## config.mk

```make
export PLATFORM = sky130hd
export DESIGN_NAME = mem_port_arbiter
export DESIGN_NICKNAME = d
export VERILOG_FILES = /design/src/rtl/mem_port_arbiter.sv
export SDC_FILE = /design/constraint.sdc
export NUM_CORES = 1
export LEC_CHECK = 0
export ABC_CLOCK_PERIOD_IN_PS = 3500
export CAP_MARGIN = 20
export CORE_AREA = 2 2 109 111
export DETAILED_ROUTE_END_ITERATION = 7
export DIE_AREA = 0 0 111 113
export SLEW_MARGIN = 40
export SYNTH_ARGS = -nofsm -noshare
export SYNTH_HDL_FRONTEND = slang
export SYNTH_SLANG_ARGS = --single-unit
```

## constraint.sdc

```tcl
create_clock -name clk -period 3.5 [get_ports clk]
set_clock_uncertainty 0.15 [all_clocks]
set_input_delay 1.05 -clock clk [delete_from_list [all_inputs] [get_ports clk]]
set_output_delay 1.05 -clock clk [all_outputs]
set_load 0.03 [all_outputs]
```

## src/rtl/mem_port_arbiter.sv

```systemverilog
// ---------------------------------------------------------------------------
// mem_port_arbiter
//
// Shares a single req/gnt/rvalid memory port between the instruction fetch
// stage (read-only) and the load/store unit.
//
// The arbiter:
//   - picks one requester per cycle and keeps that choice stable until the
//     memory grants, so the memory never sees a request change under it;
//   - keeps the data side from starving fetch: after STARVE_LIMIT
//     consecutive data grants while fetch waits, fetch wins the next pick;
//   - records the issuer of each accepted transaction in an in-order FIFO
//     and steers each response back to that issuer with zero latency;
//   - drops fetch responses that a fetch flush has made stale.
//
// Parameters
//   MAX_OUTSTANDING  granted-but-unanswered transactions allowed (>=1)
//   STARVE_LIMIT     consecutive data grants while fetch waits (>=1)
//
// Ports
//   clk, rstn                       clock, asynchronous active-low reset
//   instr_req_i/addr_i/flush_i      fetch request and flush
//   instr_gnt_o/rvalid_o/rdata_o/err_o   fetch handshake and response
//   data_req_i/we_i/be_i/addr_i/wdata_i  LSU request
//   data_gnt_o/rvalid_o/rdata_o/err_o    LSU handshake and response
//   mem_req_o/addr_o/we_o/be_o/wdata_o   memory request
//   mem_gnt_i/rvalid_i/rdata_i/err_i     memory handshake and response
//   protocol_err_o                  sticky: response arrived with nothing
//                                   outstanding
// ---------------------------------------------------------------------------
module mem_port_arbiter #(
   parameter int MAX_OUTSTANDING = 2,
   parameter int STARVE_LIMIT    = 4
) (
   input  logic        clk,
   input  logic        rstn,
   input  logic        instr_req_i,
   input  logic [31:0] instr_addr_i,
   input  logic        instr_flush_i,
   output logic        instr_gnt_o,
   output logic        instr_rvalid_o,
   output logic [31:0] instr_rdata_o,
   output logic        instr_err_o,
   input  logic        data_req_i,
   input  logic        data_we_i,
   input  logic [3:0]  data_be_i,
   input  logic [31:0] data_addr_i,
   input  logic [31:0] data_wdata_i,
   output logic        data_gnt_o,
   output logic        data_rvalid_o,
   output logic [31:0] data_rdata_o,
   output logic        data_err_o,
   output logic        mem_req_o,
   output logic [31:0] mem_addr_o,
   output logic        mem_we_o,
   output logic [3:0]  mem_be_o,
   output logic [31:0] mem_wdata_o,
   input  logic        mem_gnt_i,
   input  logic        mem_rvalid_i,
   input  logic [31:0] mem_rdata_i,
   input  logic        mem_err_i,
   output logic        protocol_err_o
);

   localparam int PTR_W = (MAX_OUTSTANDING > 1) ? $clog2(MAX_OUTSTANDING) : 1;
   localparam int CNT_W = $clog2(MAX_OUTSTANDING + 1);
   localparam int STV_W = $clog2(STARVE_LIMIT + 1);

   localparam logic SRC_DATA  = 1'b0;
   localparam logic SRC_INSTR = 1'b1;

   typedef enum logic {
      S_IDLE,
      S_HOLD
   } state_t;

   state_t r_state;
   state_t w_state_nxt;

   logic             r_owner;
   logic [PTR_W-1:0] r_rd_ptr;
   logic [PTR_W-1:0] r_wr_ptr;
   logic [CNT_W-1:0] r_count;
   logic [STV_W-1:0] r_starve;
   logic             r_perr;
   logic             r_src  [MAX_OUTSTANDING];
   logic             r_disc [MAX_OUTSTANDING];

   logic w_owner;
   logic w_owner_req;
   logic w_starve_ok;
   logic w_full;
   logic w_fifo_empty;
   logic w_accept;
   logic w_push;
   logic w_pop;
   logic w_head_src;
   logic w_head_disc;

   function automatic logic [PTR_W-1:0] ptr_inc(input logic [PTR_W-1:0] p);
      return (p == PTR_W'(MAX_OUTSTANDING - 1)) ? '0 : p + 1'b1;
   endfunction

   assign w_starve_ok  = (r_starve < STV_W'(STARVE_LIMIT));
   assign w_full       = (r_count == CNT_W'(MAX_OUTSTANDING));
   assign w_fifo_empty = (r_count == '0);

   // Owner selection and FSM next state. In HOLD the latched owner is kept
   // even if the other side is requesting; its request may drop (abort).
   always_comb begin
      w_owner     = SRC_DATA;
      w_owner_req = 1'b0;
      w_state_nxt = r_state;
      case (r_state)
         S_IDLE: begin
            if (data_req_i && w_starve_ok) begin
               w_owner     = SRC_DATA;
               w_owner_req = 1'b1;
            end else if (instr_req_i) begin
               w_owner     = SRC_INSTR;
               w_owner_req = 1'b1;
            end else if (data_req_i) begin
               w_owner     = SRC_DATA;
               w_owner_req = 1'b1;
            end
            if (mem_req_o && !mem_gnt_i) w_state_nxt = S_HOLD;
         end
         S_HOLD: begin
            w_owner     = r_owner;
            w_owner_req = r_owner ? instr_req_i : data_req_i;
            if (w_accept || !w_owner_req) w_state_nxt = S_IDLE;
         end
         default: w_state_nxt = S_IDLE;
      endcase
   end

   // A full FIFO stalls the request even when a response pops this cycle.
   assign mem_req_o   = rstn & w_owner_req & ~w_full;
   assign mem_addr_o  = w_owner ? instr_addr_i : data_addr_i;
   assign mem_we_o    = w_owner ? 1'b0 : data_we_i;
   assign mem_be_o    = w_owner ? 4'hF : data_be_i;
   assign mem_wdata_o = w_owner ? 32'h0 : data_wdata_i;

   assign w_accept    = mem_req_o & mem_gnt_i;
   assign instr_gnt_o = w_accept &  w_owner;
   assign data_gnt_o  = w_accept & ~w_owner;

   assign w_push      = w_accept;
   assign w_pop       = rstn & mem_rvalid_i & ~w_fifo_empty;
   assign w_head_src  = r_src[r_rd_ptr];
   assign w_head_disc = r_disc[r_rd_ptr];

   // A flush in the same cycle as the head pops also kills that response.
   assign instr_rvalid_o = w_pop &  w_head_src & ~w_head_disc & ~instr_flush_i;
   assign data_rvalid_o  = w_pop & ~w_head_src;
   assign instr_rdata_o  = mem_rdata_i;
   assign instr_err_o    = mem_err_i;
   assign data_rdata_o   = mem_rdata_i;
   assign data_err_o     = mem_err_i;
   assign protocol_err_o = r_perr;

   always_ff @(posedge clk or negedge rstn) begin
      if (!rstn) begin
         r_state  <= S_IDLE;
         r_owner  <= SRC_DATA;
         r_rd_ptr <= '0;
         r_wr_ptr <= '0;
         r_count  <= '0;
         r_starve <= '0;
         r_perr   <= 1'b0;
      end else begin
         r_state <= w_state_nxt;
         if (r_state == S_IDLE && w_state_nxt == S_HOLD) r_owner <= w_owner;

         if (w_push) r_wr_ptr <= ptr_inc(r_wr_ptr);
         if (w_pop)  r_rd_ptr <= ptr_inc(r_rd_ptr);
         case ({w_push, w_pop})
            2'b10:   r_count <= r_count + 1'b1;
            2'b01:   r_count <= r_count - 1'b1;
            default: r_count <= r_count;
         endcase

         // Counts data wins only while fetch is actually waiting.
         if (!instr_req_i) begin
            r_starve <= '0;
         end else if (w_accept) begin
            if (w_owner == SRC_INSTR)  r_starve <= '0;
            else if (w_starve_ok)      r_starve <= r_starve + 1'b1;
         end

         if (mem_rvalid_i && w_fifo_empty) r_perr <= 1'b1;
      end
   end

   // Source-ID storage; only entries between the pointers are meaningful.
   // A flush marks every fetch entry, including one pushed this cycle.
   always_ff @(posedge clk) begin
      for (int i = 0; i < MAX_OUTSTANDING; i++) begin
         if (instr_flush_i && r_src[i]) r_disc[i] <= 1'b1;
      end
      if (w_push) begin
         r_src[r_wr_ptr]  <= w_owner;
         r_disc[r_wr_ptr] <= instr_flush_i & w_owner;
      end
   end

endmodule

```

== Yosys cells after proc, flatten, opt, wreduce, memory -nomap -nowiden ==
Memories as Yosys holds them, arrays and structs flattened.
Index checks and enable logic that the tools add are counted.

* Output and inout port bits: 141
* Bits in writable memories: 4
* Flip-flop bits (word level): 10
* Memories: 2
* Word-level logic and storage cells: 79

{| class="wikitable"
|+ Memory list
! name !! words !! width !! rd ports !! clocked after memory_dff !! write ports !! line !! text
|-
| r_disc || 2 || 1 || 1 || 0 || 3 || 87 || <nowiki>logic r_disc [MAX_OUTSTANDING];</nowiki>
|-
| r_src || 2 || 1 || 3 || 0 || 1 || 86 || <nowiki>logic r_src [MAX_OUTSTANDING];</nowiki>
|}

* Bitwise operators: 19
* Reductions and logical operators: 12
* Equal/unequal tests: 5
* $lt $le $gt $ge: 1
* Add/sub/neg operators: 5
* Mux-type cells: 28

{| class="wikitable"
|+ Operators by type and width
! operator !! number
|-
| $mux 32 || 2
|-
| $mux 1 || 17
|-
| $and 1x1->1 || 12
|-
| $mux 3 || 4
|-
| $not 1->1 || 7
|-
| $logic_and 1x1->1 || 6
|-
| $pmux 1 s2 || 3
|-
| $eq 2x2->1 const B || 2
|-
| $mux 4 || 1
|-
| $pmux 2 s2 || 1
|-
| $add 3x1->3 const B || 1
|-
| $lt 3x3->1 const B || 1
|-
| $ne 3x1->1 const B || 1
|-
| $add 1x1->1 const B || 2
|-
| $add 2x1->2 const B || 1
|-
| $eq 2x1->1 const B || 1
|-
| $logic_not 1->1 || 2
|-
| $logic_not 2->1 || 1
|-
| $ne 2x1->1 const B || 1
|-
| $reduce_and 2->1 || 1
|-
| $reduce_bool 2->1 || 1
|-
| $sub 2x1->2 const B || 1
|-
| $logic_or 1x1->1 || 1
|}

== Depth between registers and ports, before layout ==
* Depth after elaboration: 11
* Gate-level depth with buffers: 8
* Gate-level depth less buffers: 7

== Least setup slack after synthesis ==
No wires, ideal clock.

* Path kind: input to output
* From: input port instr_req_i
* To: output port mem_addr_o[22]
* Slack: 52 ps
* Data required time: 2300 ps
* Arrival: 2248 ps
* Cell stages on the path: 6
* Path through: buf_2 nor2b_4 a22oi_4 inv_2 buf_2 mux2_1

* Word-level cells in the longest chain between the ends: 4

{| class="wikitable"
|+ Ends and longest elaborated chain
! what !! line !! text
|-
| start, declared || 37 || <nowiki>input logic instr_req_i,</nowiki>
|-
| $mux 1 || 119 || <nowiki>end else if (instr_req_i) begin</nowiki>
|-
| $mux 1 || 116 || <nowiki>if (data_req_i && w_starve_ok) begin</nowiki>
|-
| $pmux 1 s2 || 114 || <nowiki>case (r_state)</nowiki>
|-
| $mux 32 || 139 || <nowiki>assign mem_addr_o = w_owner ? instr_addr_i : data_addr_i;</nowiki>
|-
| end, declared || 54 || <nowiki>output logic [31:0] mem_addr_o,</nowiki>
|}

Every way passes these cells.

== Worst setup path in the final report ==
* From: input port instr_req_i
* To: output port mem_addr_o[5]

Same word-level chain as after synthesis.

==> metrics <==
count leader, synth buf_4; input/output buffers 182; clk_lat worst skew 0.25 ns; first-pass GRT wire length 12080 um; CP top delay family buffers and inverters; 1st-iter DRT viols 66; Bufs and invs on worst path 5; Final period util 0.9990; fill count 1171; CTS clk-pin slew, worst paths 0.05 ns; Syn-to-layout area delta 109.7%; clock share of power 0.097; post-synthesis compound-gate area fraction 0.06873; main combinational cell family by area after synthesis buffers and inverters; critical path launch point type primary input; area share of the largest cell type after synthesis 0.2668; Max rail drop VDD 300.8 uV; fin crit period 3.496 ns; CP Cell Sequence buf_6, nor2b_4, a22oi_4, inv_6, buf_6, buf_16, mux2_4, buf_12; initial antenna violation count 0; Worst Path Max Fanout 6; setup ws final 0.003671 ns; crit path DAT 2.30 ns; antenna cells 0; CTS Buf Count 3; Yosys top cell by area buf_4; required time of the worst setup path 2.30 ns; post-synth net total 356; Net Sw Frac 0.4230; largest net degree at the start of global routing 26; Pwr Density 588.2 nW/um2; RSZ-0062 raised after global routing yes; Synth Register Bits 14; share of cells above drive strength 1 0.4074; Finish-stage setup viols 0; Nets 495; CTS tree yes; Post-synth EDFFs 2; Max Fclk 0.2860 GHz; ys flop type dfrtp_1; Multi-input gate area 989.7 um2; Yosys warning count 0; CP max-delay cell mux2_4; sequential area share after synthesis 0.1887; core area 11270 um2; Seq pwr share 0.121; Pleak 0.001663 uW; Synth Area in XOR/XNOR 0.02358; Synth Area in Adders 0.01348; normalized max-slew margin 0.5532; Hold Vio Cnt, Final 0; grt ovf 0; worst hold slack 0.3201 ns; Die X 111 um; pre-CTS setup slack -0.6319 ns; vias per std cell 3.897; total chip power 2290 uW; combinational group share of total power 0.783; I/O Pins 282; asr flop ratio synth 0.7143; cts hold-fix bufs 0; Slew @ Worst Pin 0.6533 ns; kind of critical path in2out; Unique masters post-synth 34; clk sinks 14; WL/cell 16.65 um; average size of a mapped cell 8.717 um2; H-tree depth 1; most used cell along the critical path buf_6; CTS Buffer Depth 2; most frequent cells after synthesis buf_4, and2_1, mux2_2, dfrtp_1; Total GRT Usage 0.1223; first-pass detailed-route iteration total 4; row count 39; fin. max-slew vios 0; Synth Instances 213; synth top area cells buf_4, mux2_2, dfrtp_1; Root Driver clkbuf_16; mux contribution to synthesized area 0.2217; GPL Wtd Cong 0.7052; Max-Cap Viols 0; Synth Area in Simple Gates 0.1840; NetSw 968.7 uW; via count 1925; CP endpoint kind output port; Critical Path Max Stage Delay 0.33 ns; Die ar. 12540 um2; final WL 8226 um; vias in the first global route 2146; Initial Utilization 0.1647; Hold WC Path Type reg2reg; DP Wirelength 6866 um; Pint 1321 uW; Cell Area, Synth 1857 um2; Remaining DRCs 0; Routed Antenna Nets 0; Setup Total Neg Slack 0 ns; status complete, no violations; post-layout util 0.3454; FF/Latch Area 350.3 um2; die span in y 113 um
worst reg2reg max path, delay by kind of cell (launching register included):
| family | cells | cell delay, ns |
|---|---|---|
| DFF | 1 | 0.41 |
| buffers and inverters | 4 | 0.52 |
| and+or+nand+nor | 2 | 0.70 |
| AOI/OAI and AO/OA | 2 | 0.43 |
final timing paths:
kind	startpoint	endpoint	slack (ns)	depth (start not counted)
min reg2reg	protocol_err_o	protocol_err_o	0.32	1
max in group asynchronous	rstn	r_starve[1]	1.96	3
min in group asynchronous	rstn	protocol_err_o	1.08	3
min	protocol_err_o	protocol_err_o	0.32	1
max reg2reg	r_starve[2]	r_starve[1]	1.22	8
max	instr_req_i	mem_addr_o[5]	0.004	8
sequential cells by signal (all words and copies together) (netlist names):
name	flops
r_src	2
r_wr_ptr	1
r_disc	2
protocol_err_o	1
r_owner	1
r_count	2
r_rd_ptr	1
r_state	1
r_starve	3
final cells by class:
| cell class | instances | area share |
|---|---|---|
| clock buffer | 3 | 0.01928 |
| clock inverter | 1 | 0.0009640 |
| timing repair buffer | 208 | 0.5816 |
| multi-input combinational | 118 | 0.2542 |
| inverter | 7 | 0.008033 |
| tap | 143 | 0.04595 |
| sequential | 14 | 0.08997 |
per-layer routing:
metal,wire length [um],track usage
met2,4307,0.2221
met3,497,0.02678
met1,3244,0.1455
met4,176,0.03417
met5,0,0
layout by cell type (no fill, tap or decap), drive strengths merged:
master         netlist  final
nand3                1      1
a21oi                4      4
a31o                 1      1
dfrtp               10     10
clkbuf               4      3
a211oi               1      1
a32o                 1      1
a21o                 1      1
a2111oi              1      1
edfxtp               2      2
nor2b                2      2
nor3                 3      3
mux2i                4      4
xnor2                5      5
o221a                1      1
dfxtp                2      2
or4                  1      1
clkinv               0      1
clkdlybuf4s50        0    106
nor4                 1      1
a22oi                1      1
mux2                33     33
buf                 70     98
o211ai               2      2
and2                34     34
nor2                 5      5
nand2b               6      6
inv                  7      7
nand2                5      5
dlygate4sd2          0      4
o21ai                1      1
o22ai                2      2
ha                   2      2
per-stage QoR:
stage / area (um2) / instances
2_1_floorplan: 1857 / 213
3_3_place_gp: 3532 / 477
3_5_place_dp: 3532 / 477
4_1_cts: 3882 / 494
5_1_grt: 3894 / 494
6_report: 3894 / 494
cell families (layout without fill, tap and decap cells):
logic type               count (synthesis)  in the layout
multiplexers                            37             37
AND/OR/NAND/NOR                         58             58
flip-flops                              14             14
adder cells (fa/ha/maj)                  2              2
XOR/XNOR                                 5              5
buffers and inverters                   81            219
AO/OA/AOI/OAI                           16             16
timing repair:
action                     4_1_cts  5_1_grt
setup endpoints to repair       72       29
cloned                           3        0
buffers inserted                10        0
gates resized for setup         62        3
pin swaps                        1        1
power by group through the flow:
| stage | combinational (uW) | clock [uW] | sequential [uW] |
|---|---|---|---|
| floorplan | 954 | 0 | 267 |
| global placement | 1540 | 0 | 275 |
| detailed placement | 1550 | 0 | 277 |
| CTS | 1800 | 226 | 277 |
| global route | 1880 | 235 | 285 |
| finish | 1790 | 221 | 276 |
(Power assumes the default switching activity.)
